`src/rtl/vehicle_request_gen_if.sv`:
```
// Sensor-side bus between the vehicle request conditioner and the traffic-light controller.
// The slave modport is the conditioner; the master is whoever drives the sensor and green flag.
interface vehicle_request_gen_if;
    logic       sensor_raw;
    logic       side_green;
    logic       x;
    logic       car_waiting;
    logic [7:0] detect_count;

    modport master (
        output sensor_raw,
        output side_green,
        input  x,
        input  car_waiting,
        input  detect_count
    );

    modport slave (
        input  sensor_raw,
        input  side_green,
        output x,
        output car_waiting,
        output detect_count
    );
endinterface

```
`src/rtl/vehicle_request_gen.sv`:
```
// Conditions the raw side-street sensor into a latched, minimum-hold request level x
// for the traffic-light controller, and counts accepted vehicles (saturating).
module vehicle_request_gen #(
    parameter int DEBOUNCE_CYCLES = 4,
    parameter int HOLD_CYCLES     = 8,
    parameter int CNT_W           = 4
) (
    input  logic                  clock,
    input  logic                  clear,
    vehicle_request_gen_if.slave  bus
);

    localparam logic [1:0] IDLE  = 2'd0;
    localparam logic [1:0] REQ   = 2'd1;
    localparam logic [1:0] SERVE = 2'd2;

    localparam logic [CNT_W-1:0] DEB_LAST  = CNT_W'(DEBOUNCE_CYCLES - 1);
    localparam logic [CNT_W-1:0] HOLD_LOAD = CNT_W'(HOLD_CYCLES - 1);

    function automatic logic [7:0] sat_inc8(input logic [7:0] v);
        return (v == 8'hFF) ? v : v + 8'd1;
    endfunction

    logic             sync_p0;
    logic             sync_p1;
    logic             deb_p2;
    logic [CNT_W-1:0] dcnt;
    logic [CNT_W-1:0] hcnt;
    logic [1:0]       state_q;
    logic [1:0]       state_d;
    logic             hold_load;
    logic             count_en;
    logic             x_d;
    logic             cw_d;
    logic             x_q;
    logic             cw_q;
    logic [7:0]       count_q;

    // Stage p0/p1: two-flop synchronizer for the asynchronous sensor
    always_ff @(posedge clock or posedge clear) begin
        if (clear) begin
            sync_p0 <= 1'b0;
            sync_p1 <= 1'b0;
        end else begin
            sync_p0 <= bus.sensor_raw;
            sync_p1 <= sync_p0;
        end
    end

    // Stage p2: debounced level changes only after DEBOUNCE_CYCLES consecutive disagreeing samples
    always_ff @(posedge clock or posedge clear) begin
        if (clear) begin
            deb_p2 <= 1'b0;
            dcnt   <= '0;
        end else if (sync_p1 == deb_p2) begin
            dcnt <= '0;
        end else if (dcnt == DEB_LAST) begin
            deb_p2 <= sync_p1;
            dcnt   <= '0;
        end else begin
            dcnt <= dcnt + 1'b1;
        end
    end

    // Request FSM: state register, with x/car_waiting registered from the next state
    always_ff @(posedge clock or posedge clear) begin
        if (clear) begin
            state_q <= IDLE;
            x_q     <= 1'b0;
            cw_q    <= 1'b0;
        end else begin
            state_q <= state_d;
            x_q     <= x_d;
            cw_q    <= cw_d;
        end
    end

    // A request stays latched in REQ even if the car leaves; SERVE ends only when hold expired and sensor clear
    always_comb begin
        state_d   = IDLE;
        hold_load = 1'b0;
        count_en  = 1'b0;
        case (state_q)
            IDLE: begin
                if (deb_p2) begin
                    state_d  = REQ;
                    count_en = 1'b1;
                end else begin
                    state_d = IDLE;
                end
            end
            REQ: begin
                if (bus.side_green) begin
                    state_d   = SERVE;
                    hold_load = 1'b1;
                end else begin
                    state_d = REQ;
                end
            end
            SERVE: begin
                if ((hcnt == '0) && !deb_p2) state_d = IDLE;
                else                         state_d = SERVE;
            end
            default: state_d = IDLE;
        endcase
    end

    always_comb begin
        x_d  = (state_d == REQ) || (state_d == SERVE);
        cw_d = (state_d == REQ);
    end

    always_ff @(posedge clock or posedge clear) begin
        if (clear) begin
            hcnt <= '0;
        end else if (hold_load) begin
            hcnt <= HOLD_LOAD;
        end else if ((state_q == SERVE) && (hcnt != '0)) begin
            hcnt <= hcnt - 1'b1;
        end
    end

    always_ff @(posedge clock or posedge clear) begin
        if (clear) begin
            count_q <= 8'd0;
        end else if (count_en) begin
            count_q <= sat_inc8(count_q);
        end
    end

    assign bus.x            = x_q;
    assign bus.car_waiting  = cw_q;
    assign bus.detect_count = count_q;

endmodule

```
`src/flat_wrapper.sv`:
```
// flat-port wrapper written by rule: the top's interface ports become plain ports
module vehicle_request_gen_flat 
#(
    parameter int DEBOUNCE_CYCLES = 4,
    parameter int HOLD_CYCLES     = 8,
    parameter int CNT_W           = 4
)
  (clock, clear, bus_sensor_raw, bus_side_green, bus_x, bus_car_waiting, bus_detect_count);
  vehicle_request_gen_if bus_i ();
  input  logic clock;
  input  logic clear;
  input wire logic [$bits(bus_i.sensor_raw)-1:0] bus_sensor_raw;
  input wire logic [$bits(bus_i.side_green)-1:0] bus_side_green;
  output wire logic [$bits(bus_i.x)-1:0] bus_x;
  output wire logic [$bits(bus_i.car_waiting)-1:0] bus_car_waiting;
  output wire logic [$bits(bus_i.detect_count)-1:0] bus_detect_count;
  assign bus_i.sensor_raw = bus_sensor_raw;
  assign bus_i.side_green = bus_side_green;
  assign bus_x = bus_i.x;
  assign bus_car_waiting = bus_i.car_waiting;
  assign bus_detect_count = bus_i.detect_count;
  vehicle_request_gen #(.DEBOUNCE_CYCLES(DEBOUNCE_CYCLES), .HOLD_CYCLES(HOLD_CYCLES), .CNT_W(CNT_W)) u_core (.clock(clock), .clear(clear), .bus(bus_i));
endmodule
```
`config.mk`:
```
export PLATFORM = sky130hd
export DESIGN_NAME = vehicle_request_gen_flat
export DESIGN_NICKNAME = d
export VERILOG_FILES = /design/src/rtl/vehicle_request_gen_if.sv /design/src/rtl/vehicle_request_gen.sv /design/src/flat_wrapper.sv
export SDC_FILE = /design/constraint.sdc
export NUM_CORES = 1
export LEC_CHECK = 0
export BUFFER_PORTS_ARGS = -buffer_cell sky130_fd_sc_hd__buf_2
export CAP_MARGIN = 5
export CORE_ASPECT_RATIO = 1.25
export CORE_UTILIZATION = 30
export CTS_CLUSTER_SIZE = 24
export DETAILED_ROUTE_END_ITERATION = 6
export SYNTH_ARGS = -nofsm -noshare
export SYNTH_HDL_FRONTEND = slang
export SYNTH_SLANG_ARGS = --single-unit
```
`constraint.sdc`:
```
create_clock -name clock -period 1.83 [get_ports clock]
set_input_delay 0.0915 -clock clock [delete_from_list [all_inputs] [get_ports clock]]
set_output_delay 0.0915 -clock clock [all_outputs]
set_load 0.02 [all_outputs]
```
==> results of run 1 <==
-- synth_stat cells, drive strengths merged --
library cell and count:
dfrtp 23, ha 5, inv 5, nand3 5
nor3 5, mux2 4, nand2 4, xor2 4
nand3b 3, nor2 3, o21ai 3, a211o 2
a21oi 2, and3 2, buf 2, nand2b 2
nor2b 2, nor3b 2, o211ai 2, or3b 2
xnor2 2, a2111oi 1, a211oi 1, a21o 1
a31oi 1, a41o 1, and4 1, nand4 1
nor4 1, o31ai 1, or3 1
-- how the worst max path moves through the flow --
stage,cells after the start,slack [ns],to
global placement,7,0.16,u_core.bus.x
global route,7,0.005,u_core.bus.x
finish,7,0.09,u_core.bus.x
floorplan,7,0.18,u_core.bus.x
CTS,7,0.1,u_core.bus.x
detailed placement,7,0.12,u_core.bus.x
-- registers in the layout, indices dropped and copies added (netlist names) --
signal and flops:
u_core.sync_p0 1, u_core.state_q 2, u_core.hcnt 4, u_core.bus.x 1, u_core.bus.detect_count 8, u_core.sync_p1 1, u_core.bus.car_waiting 1, u_core.dcnt 4
u_core.deb_p2 1
-- layer usage --
metal  vias up  global-route usage, %  wire [um]
li1        374                      -          -
met1       381                   12.5        894
met2        14                   18.7        964
met3         2                   2.80         75
met4         0                   4.88         14
met5         -                      0          0
-- final cells by class --
type | instances | share of cell area, %
Timing Repair Buffer | 18 | 8.39
Clock buffer | 4 | 3.51
Multi-Input combinational cell | 64 | 38.0
Tap cell | 39 | 3.80
Sequential cell | 23 | 44.9
Inverter | 5 | 1.46
-- stage by stage --
| stage | setup WS (ns) | cells |
|---|---|---|
| finish | 0.0950 | 153 |
| global route | 0.00533 | 153 |
| CTS | 0.0965 | 153 |
| detailed placement | 0.122 | 147 |
| global placement | 0.165 | 147 |
| floorplan | 0.184 | 94 |
-- critical path, cell delays in order, from the launching register on --
cell and delay (ns):
dfrtp_1 0.40, inv_1 0.11, ha_1 0.17, or3b_2 0.48
nand2_1 0.10, and3_1 0.15, ha_1 0.22, inv_1 0.05
-- power breakdown --
part           total, mW  internal, mW  switching (mW)
registers          0.847         0.676           0.171
clock network      0.305         0.155           0.150
logic              0.780         0.352           0.429
-- repair_timing --
action / CTS / global route
hold buffers: 2 / 0
setup buffers: 0 / 0
endpoints found under the hold margin: 24 / 0
-- cell families after synthesis --
group	after synthesis
compound gates	15
xor+xnor	6
fa+ha+maj	5
buf+inv	7
flops	23
mux	4
simple gates	34
==> summary.txt, run 1 <==
STA
  • Final setup fails: 0
  • Rel. slew slack: 76.7%
  • Slew Viols, Final: 0
  • Max Clk Rate: between 500 and 600 MHz
  • Slew @ Worst Pin: between 0.3 and 0.4 ns
  • Clock Skew: ~0.0038 ns
  • TNS Setup: 0 ns
  • Fin crit share: a little over nine tenths
  • Post-layout min period: 1.74 ns
  • Fin Hold WS: ~0.057 ns
  • Final hold violations: 0
  • RSZ-0062 raised after global routing: false

Yosys
  • Synth Register Bits: 23
  • Synth Area per Inst: 11.7 sq um
  • Largest family of logic cells by synthesized area: simple AND/OR/NAND/NOR gates
  • Netlist cell types: 35
  • Cell accounting for the most synthesized area: dfrtp_1
  • Synth Area in Adders: 5.70%
  • Yosys warns: 0
  • Syn Nets: between 100 and 150
  • Netlist Area Pre-Place: between 1000 and 1500 sq um
  • Synth Area in XOR/XNOR: under 10%
  • Mux contribution to synthesized area: approximately 4.4%
  • Top cells by area, synth: dfrtp_1 52%, ha_1 5.7%, xor2_1 3.2%, mux2_2 3.1%, a2111oi_4 2.5%
  • Simple-gate portion of the synthesized area: between 10% and 20%
  • Synth Instances: 94
  • Sequential share of the synthesized area: ~52%
  • Synth Area in Compound Gates: a little under an eighth
  • Top cell type's share of synthesized area: between 50% and 60%

Placed design
  • Post-DP HPWL: about 1400 um
  • Placer Congestion: roughly 0.72
  • Dpl cell area: 1220 sq um
  • Number of port buffers: 13

Clock network
  • Clock Tree Buf Depth: 2
  • Sink Count: 23
  • CTS tree: done
  • Worst-Skew Late Latency: roughly 0.25 ns
  • Resize count post-CTS: 0
  • Clock Tree Root: clkbuf_8
  • H-tree depth: 1
  • Clock transition at path regs: roughly 0.080 ns
  • CTS Buf Count: 3

Routing
  • Via/cell ratio: between 5 and 6
  • Vias: 771
  • Final wirelength: a little under 2000 um
  • DR iter-0 viols: 14
  • Antenna-violating nets left: 0
  • DRC viols: 0
  • Wire length per cell: 12.7 um
  • TritonRoute pass-1 iters: 4

Final layout
  • Footprint of the multi-input gates: between 400 and 500 sq um
  • Final core utilization: between 30 and 40%
  • Sequential cell area: 576 sq um
  • Layout cells sized above 1: 23.7%
  • Area Overhead vs Synth: 16.9%
  • Fillers: between 300 and 400
  • Most frequent cells in the layout: 23 x dfrtp_1, 13 x buf_2
  • Most common cell after layout, fill and taps aside: dfrtp_1
  • Antenna diodes: 0
  • Final std cell area, no fill: ~1300 sq um
  • Total Nets Final: roughly 120

GRT
  • Vias in the first global route: around 800
  • Largest net degree at the start of global routing: 24
  • First-pass GRT wire length: between 3000 and 4000 um
  • GRT Total Usage: 10.9%
  • Antenna violations before repair: 0
  • Total gr overflow: 0

Critical path
  • Critical Path AT: approximately 1.9 ns
  • Reg2Reg Depth: 7
  • R2r setup slk: 0.09 ns
  • CP endpoint kind: flop
  • Reg-to-reg endpoint: u_core.bus.x
  • CP required: just over 2 ns
  • Critical path class: reg -> reg
  • Crit. Startpoint: u_core.hcnt[0]
  • Startpoint types: flop
  • Worst r2r src: u_core.hcnt[0]
  • Worst-path fanout max: 3

Die
  • Core Footprint: 3480 sq um
  • Io pins: 14
  • Die area: approximately 3900 sq um
  • Vert. Die Dim: just under 70 um
  • Die X: about 56 um
  • # rows: 24
  • Initial Util: between 30% and 40%

Power
  • Worst vdd rail ir drop: 852 uV
  • PD cells: approximately 1500 nW/um^2
  • LEAKAGE: 0.602 nW
  • Overall power: approximately 1.9 mW

Min path
  • Hold_sp: bus_side_green
  • Cells on Worst Hold Path: 2
  • HP Class: in -> reg
  • Hold endpoint: u_core.state_q[0]

Flow run
  • Max-cap violation count: 0

Outcome
  • Outcome: complete, no violations
(Power assumes the default switching activity.)
==> run 2, diff against run 1 <==
--- a/config.mk
+++ b/config.mk
@@ -6,11 +6,13 @@
 export NUM_CORES = 1
 export LEC_CHECK = 0
 export BUFFER_PORTS_ARGS = -buffer_cell sky130_fd_sc_hd__buf_2
-export CAP_MARGIN = 5
+export CAP_MARGIN = 20
 export CORE_ASPECT_RATIO = 1.25
-export CORE_UTILIZATION = 30
+export CORE_UTILIZATION = 55
 export CTS_CLUSTER_SIZE = 24
 export DETAILED_ROUTE_END_ITERATION = 6
+export MAX_ROUTING_LAYER = met4
+export PLACE_DENSITY = 0.76
 export SYNTH_ARGS = -nofsm -noshare
 export SYNTH_HDL_FRONTEND = slang
 export SYNTH_SLANG_ARGS = --single-unit
==> run 2 against run 1 <==
  * Worst hold slack gained 0.29 ns
  * Die area fell by 44%
  * Power decreased by 3.0%
==> summary.txt, run 2 (synthesis gave the netlist of run 1 again) <==
Outcome
  • Outcome: complete, no violations (unchanged)

STA
  • Max Clk Rate: 584 MHz (was 576 MHz)
  • Worst setup margin: 0.119 ns (was 0.0950 ns)
  • Final setup fails: 0 (unchanged)
  • Fin crit share: 93.5% (was 94.8%)
  • Final hold violations: 0 (unchanged)
  • Clock Skew: 0.0118 ns (was 0.00379 ns)
  • Slew Viols, Final: 0 (unchanged)
  • RSZ-0062 raised after global routing: false (unchanged)
  • TNS Setup: 0 ns (unchanged)
  • Slew @ Worst Pin: 0.349 ns (was 0.350 ns)
  • Post-layout min period: 1.71 ns (was 1.74 ns)
  • Rel. slew slack: 76.6% (was 76.7%)

Clock network
  • Setup Fix Bufs, Post-CTS: 0 (unchanged)
  • Clock Tree Buf Depth: 2 (unchanged)
  • Worst-Skew Late Latency: 0.32 ns (was 0.25 ns)
  • Sink Count: 23 (unchanged)
  • Clock Tree Root: clkbuf_4 (was clkbuf_8)
  • # hold bufs at CTS: 3 (was 2)
  • H-tree depth: 1 (unchanged)
  • CTS Buf Count: 3 (unchanged)
  • CTS tree: done (unchanged)
  • Clock transition at path regs: 0.14 ns (was 0.08 ns)
  • Resize count post-CTS: 0 (unchanged)

Final layout
  • Footprint of the multi-input gates: 487 sq um (unchanged)
  • Max reg flops: 8 (unchanged)
  • Layout cells sized above 1: 25.0% (was 23.7%)
  • Area Overhead vs Synth: 14.8% (was 16.9%)
  • Most common cell after layout, fill and taps aside: dfrtp_1 (unchanged)
  • Fillers: 152 (was 352)
  • Antenna diodes: 0 (unchanged)
  • Final core utilization: 68.9% (was 36.8%)
  • Most frequent cells in the layout: 23 x dfrtp_1, 13 x buf_2 (unchanged)
  • Sequential cell area: 576 sq um (unchanged)
  • Total Nets Final: 126 (was 124)

Critical path
  • Reg2Reg Depth: 7 (unchanged)
  • Critical Path AT: 1.99 ns (was 1.93 ns)
  • Startpoint types: flop (unchanged)
  • Worst r2r src: u_core.hcnt[0] (unchanged)
  • Reg-to-reg endpoint: u_core.bus.x (unchanged)
  • Worst-path fanout max: 3 (unchanged)
  • CP required: 2.10 ns (was 2.03 ns)
  • CP endpoint kind: flop (unchanged)
  • Critical path class: reg -> reg (unchanged)
  • R2r setup slk: 0.12 ns (was 0.09 ns)

Routing
  • DRC viols: 0 (unchanged)
  • Wire length per cell: 13.5 um (was 12.7 um)
  • Vias: 799 (was 771)
  • Final wirelength: 1820 um (was 1950 um)
  • TritonRoute pass-1 iters: 4 (unchanged)
  • Via/cell ratio: 5.92 (was 5.04)
  • Antenna-violating nets left: 0 (unchanged)
  • DR iter-0 viols: 15 (was 14)

Die
  • Die X: 42.0 um (was 56.1 um)
  • Core Footprint: 1830 sq um (was 3480 sq um)
  • Io pins: 14 (unchanged)
  • Die area: 2180 sq um (was 3910 sq um)
  • Initial Util: 60.0% (was 31.5%)
  • # rows: 17 (was 24)
  • Vert. Die Dim: 51.9 um (was 69.6 um)

Power
  • Sequential share of power: 44.5% (was 43.8%)
  • Clock share of power: 12.9% (was 15.8%)
  • Worst vdd rail ir drop: 856 uV (was 852 uV)
  • Internal power: 1.12 mW (was 1.18 mW)
  • Switch share: 40.2% (was 38.8%)
  • LEAKAGE: 0.602 nW (about the same)
  • Logic pwr share: 42.7% (was 40.4%)
  • PD cells: 1490 nW/um^2 (was 1510 nW/um^2)
  • Switching pwr: 0.753 mW (was 0.750 mW)

Min path
  • HP Class: in -> async (was in -> reg)

GRT
  • Largest net degree at the start of global routing: 24 (unchanged)
  • Vias in the first global route: 830 (was 821)
  • First-pass GRT wire length: 3320 um (was 3390 um)
  • GRT Total Usage: 20.9% (was 10.9%)
  • Total gr overflow: 0 (unchanged)
  • Antenna violations before repair: 0 (unchanged)

Placed design
  • Pre-CTS setup slack: 0.134 ns (was 0.122 ns)
  • Placer Congestion: 0.751 (was 0.720)
  • Number of port buffers: 13 (unchanged)
  • Post-DP HPWL: 1300 um (was 1420 um)

Flow run
  • Max-cap violation count: 0 (unchanged)
-- run 2: routing by layer --
layer | part of all wire (%) | wire length, um | up-vias | GRT usage (%)
li1 | - | - | 383 | -
met1 | 43 | 791 | 390 | 23.4
met2 | 52 | 943 | 20 | 35.7
met3 | 2.4 | 43 | 6 | 2.08
met4 | 2.3 | 42 | 0 | 13.4
met5 | 0 | 0 | - | -
-- run 2: through the flow --
| stage | cells | area [sq um] | power (mW) | hold WS [ns] |
|---|---|---|---|---|
| global route | 135 | 1260 | 2.02 | 0.386 |
| global placement | 128 | 1200 | 1.60 | 0.139 |
| finish | 135 | 1260 | 1.87 | 0.348 |
| detailed placement | 128 | 1200 | 1.64 | 0.143 |
| floorplan | 94 | 1100 | 1.41 | 0.0934 |
| CTS | 135 | 1260 | 1.89 | 0.337 |
-- run 2: power by group through the flow --
stage	combinational [mW]	clock, mW	sequential [mW]
after floorplan	0.494	0	0.913
after global placement	0.773	0	0.830
after detailed placement	0.799	0	0.841
after CTS	0.806	0.249	0.831
after global routing	0.900	0.261	0.860
final	0.800	0.241	0.834
-- run 2: final cells by class --
class / instances / area share (%)
Sequential cell: 23 / 45.7
Multi-Input combinational cell: 64 / 38.6
Timing Repair Buffer: 20 / 9.93
Tap cell: 19 / 1.89
Clock buffer: 3 / 1.79
Inverter: 5 / 1.49
Clock inverter: 1 / 0.596
-- run 2: critical path, stage by stage, from the launching register on --
cell and delay, ns:
dfrtp_1 0.41, inv_1 0.10, ha_1 0.16, or3b_2 0.48, nand2_1 0.10, and3_1 0.15
ha_1 0.22, inv_1 0.05
-- run 2: how the worst max path moves through the flow --
| stage | start | to | slack (ns) | cells past startpoint |
|---|---|---|---|---|
| floorplan | u_core.hcnt[0] | u_core.bus.x | 0.18 | 7 |
| global placement | u_core.hcnt[0] | u_core.bus.x | 0.14 | 7 |
| detailed placement | u_core.hcnt[0] | u_core.bus.x | 0.13 | 7 |
| CTS | u_core.hcnt[0] | u_core.bus.x | 0.11 | 7 |
| global route | u_core.state_q[1] | u_core.bus.detect_count[7] | 0.02 | 3 |
| finish | u_core.hcnt[0] | u_core.bus.x | 0.12 | 7 |
==> run 3, diff against run 2 <==
--- a/config.mk
+++ b/config.mk
@@ -12,7 +12,7 @@
 export CTS_CLUSTER_SIZE = 24
 export DETAILED_ROUTE_END_ITERATION = 6
 export MAX_ROUTING_LAYER = met4
-export PLACE_DENSITY = 0.76
+export PLACE_DENSITY = 0.74
 export SYNTH_ARGS = -nofsm -noshare
 export SYNTH_HDL_FRONTEND = slang
 export SYNTH_SLANG_ARGS = --single-unit
==> run 3 against run 2 <==
  * Core utilization down 0.27 points
  * Flip-flop and latch count unchanged
  * Global-route usage up 0.13 points
  * Highest routed layer unchanged
  * Clock-buffer cell count unchanged
  * First-iteration DRC count down 13%
  * Worst setup slack better by 0.011 ns
  * Final cell count down 0.74%
  * Critical path depth down 4
  * Sequential power up 0.5%
  * Sequential share of layout area up 0.18 points
  * Critical endpoint is now u_core.bus.detect_count[1]
  * Clock power down 2%
  * Routed wire length up 0.60%
==> summary.txt, run 3 (synthesis gave the netlist of run 1 again) <==
Die
  • # rows: 17 (unchanged)
  • Io pins: 14 (unchanged)
  • Core Footprint: 1830 sq um (unchanged)
  • Vert. Die Dim: 51.9 um (unchanged)
  • Die X: 42.0 um (unchanged)
  • Die area: 2180 sq um (unchanged)
  • Initial Util: 60.0% (unchanged)

Power
  • Logic pwr share: 42.2% (was 42.7%)
  • Sequential share of power: 45.1% (was 44.5%)
  • Worst vdd rail ir drop: 821 uV (was 856 uV)
  • Internal power: 1.11 mW (was 1.12 mW)
  • PD cells: 1480 nW/um^2 (was 1490 nW/um^2)
  • Switch share: 40.2% (about the same)
  • LEAKAGE: 0.603 nW (was 0.602 nW)
  • Switching pwr: 0.747 mW (was 0.753 mW)
  • Clock share of power: 12.7% (was 12.9%)

GRT
  • Total gr overflow: 0 (unchanged)
  • GRT met1 Usage: 25.4% (was 23.4%)
  • Grt peak-use layer: met2 (unchanged)
  • Antenna violations before repair: 0 (unchanged)
  • GRT Total Usage: 21.0% (was 20.9%)
  • Largest net degree at the start of global routing: 19 (was 24)
  • Met2 Use GR: 32.6% (was 35.7%)
  • First-pass GRT wire length: 3240 um (was 3320 um)
  • Vias in the first global route: 750 (was 830)
  • Met3 global-route usage: 2.43% (was 2.08%)

Routing
  • Antenna-violating nets left: 0 (unchanged)
  • Wire length per cell: 13.7 um (was 13.5 um)
  • Via/cell ratio: 5.78 (was 5.92)
  • DR iter-0 viols: 13 (was 15)
  • Vias: 774 (was 799)
  • TritonRoute pass-1 iters: 4 (unchanged)
  • DRC viols: 0 (unchanged)
  • Final wirelength: 1830 um (was 1820 um)

Clock network
  • Worst-Skew Late Latency: 0.32 ns (about the same)
  • Setup Fix Bufs, Post-CTS: 0 (unchanged)
  • Clock transition at path regs: 0.13 ns (was 0.14 ns)
  • Clock Tree Root: clkbuf_4 (unchanged)
  • Sink Count: 23 (unchanged)
  • Clock Tree Buf Depth: 2 (unchanged)
  • CTS Buf Count: 3 (unchanged)
  • CTS tree: done (unchanged)
  • H-tree depth: 1 (unchanged)

Final layout
  • Final core utilization: 68.6% (was 68.9%)
  • Most frequent cells in the layout: 23 x dfrtp_1, 13 x buf_2 (unchanged)
  • Layout cells sized above 1: 25.2% (was 25.0%)
  • Most common cell after layout, fill and taps aside: dfrtp_1 (unchanged)
  • Antenna diodes: 0 (unchanged)
  • Area Overhead vs Synth: 14.4% (was 14.8%)
  • Max reg flops: 8 (unchanged)
  • Total Nets Final: 125 (was 126)
  • Final std cell area, no fill: 1250 sq um (was 1260 sq um)

STA
  • Max Clk Rate: 588 MHz (was 584 MHz)
  • Slew Viols, Final: 0 (unchanged)
  • Final hold violations: 0 (unchanged)
  • Fin Hold WS: 0.209 ns (was 0.348 ns)
  • TNS Setup: 0 ns (unchanged)
  • Rel. slew slack: 75.5% (was 76.6%)
  • Fin crit share: 92.9% (was 93.5%)
  • Final setup fails: 0 (unchanged)
  • Post-layout min period: 1.70 ns (was 1.71 ns)
  • Slew @ Worst Pin: 0.368 ns (was 0.349 ns)
  • RSZ-0062 raised after global routing: false (unchanged)
  • Clock Skew: 0.00721 ns (was 0.0118 ns)

Placed design
  • Dpl cell area: 1190 sq um (was 1200 sq um)
  • Number of port buffers: 13 (unchanged)
  • Placer Congestion: 0.770 (was 0.751)
  • Post-DP HPWL: 1350 um (was 1300 um)

Critical path
  • CP bufs+invs: 0 (was 2)
  • CP required: 2.04 ns (was 2.10 ns)
  • Reg2Reg Depth: 3 (was 7)
  • Critical Path AT: 1.91 ns (was 1.99 ns)
  • R2r setup slk: 0.13 ns (was 0.12 ns)
  • Worst r2r src: u_core.state_q[1] (was u_core.hcnt[0])
  • Worst-path fanout max: 9 (was 3)
  • Worst setup path end: u_core.bus.detect_count[1] (was u_core.bus.x)
  • Crit. Startpoint: u_core.state_q[1] (was u_core.hcnt[0])
  • Cell family with the largest share of critical-path delay: simple AND/OR/NAND/NOR gates (unchanged)
  • CP endpoint kind: flop (unchanged)
  • Reg-to-reg endpoint: u_core.bus.detect_count[1] (was u_core.bus.x)
  • Startpoint types: flop (unchanged)
  • Worst path slowest cell: or3b_1 (was or3b_2)
  • CP Cell Sequence: or3b_1 > a41o_2 > mux2_4 (was inv_1 > ha_1 > or3b_2 > nand2_1 > and3_1 > ha_1 > inv_1)
  • Max stage delay on crit path: 0.54 ns (was 0.48 ns)
  • WP depth: 3 (was 7)
  • Critical path class: reg -> reg (unchanged)

Flow run
  • Max-cap violation count: 0 (unchanged)

Min path
  • HP Class: in -> async (unchanged)

Outcome
  • Outcome: complete, no violations (unchanged)
[run 3: cell types whose count changed in the layout (fill, tap and decap cells not counted), sizes merged]
cell	previous run	this run
buf	17	16
clkinv	0	1
clkinvlp	1	0
[run 3: metrics by stage]
stage	setup slack (ns)	total power, mW	std cells
2_1_floorplan	0.184	1.41	94
5_1_grt	0.0502	2.01	134
4_1_cts	0.0298	1.86	134
6_report	0.130	1.86	134
3_5_place_dp	0.0593	1.62	127
3_3_place_gp	0.139	1.59	127
[run 3: worst min-delay path by stage]
stage	end	slack, ns
4_1_cts	u_core.bus.detect_count[5]	0.20
6_report	u_core.bus.detect_count[5]	0.21
5_1_grt	u_core.bus.detect_count[5]	0.23
2_1_floorplan	u_core.bus.car_waiting	0.09
3_5_place_dp	u_core.bus.detect_count[5]	0.01
3_3_place_gp	u_core.bus.detect_count[5]	0.005
[run 3: repair_timing]
| action | 4_1_cts | 5_1_grt |
|---|---|---|
| hold buffers | 3 | 0 |
| endpoints found under the hold margin | 25 | 0 |
| resized for setup | 0 | 2 |
| setup endpoints to repair | 0 | 1 |
[run 3: worst reg2reg max path, delay by kind of cell, from the launching register on]
| kind | cells | cell delay, ns |
|---|---|---|
| AOI/OAI and AO/OA | 1 | 0.32 |
| DFF | 1 | 0.45 |
| muxes | 1 | 0.29 |
| and+or+nand+nor | 1 | 0.54 |
[run 3: power groups by stage]
stage | clock network (mW) | logic, mW | registers [mW]
floorplan | 0 | 0.494 | 0.913
global placement | 0 | 0.758 | 0.831
detailed placement | 0 | 0.775 | 0.844
CTS | 0.246 | 0.785 | 0.834
global route | 0.264 | 0.888 | 0.859
finish | 0.236 | 0.784 | 0.838
[run 3: layer usage]
layer	part of all wire (%)	vias up	wire [um]
li1	-	380	-
met3	2.9	5	54
met5	0	-	0
met4	2.8	0	51
met2	47	15	869
met1	47	374	857
[run 3: layout make-up]
cell class	count	area, sq um
timing repair buffer	19	118
sequential	23	576
fill	139	574
clock inverter	1	5.00
multi-input combinational	64	492
inverter	5	18.8
clock buffer	3	22.5
tap	19	23.8
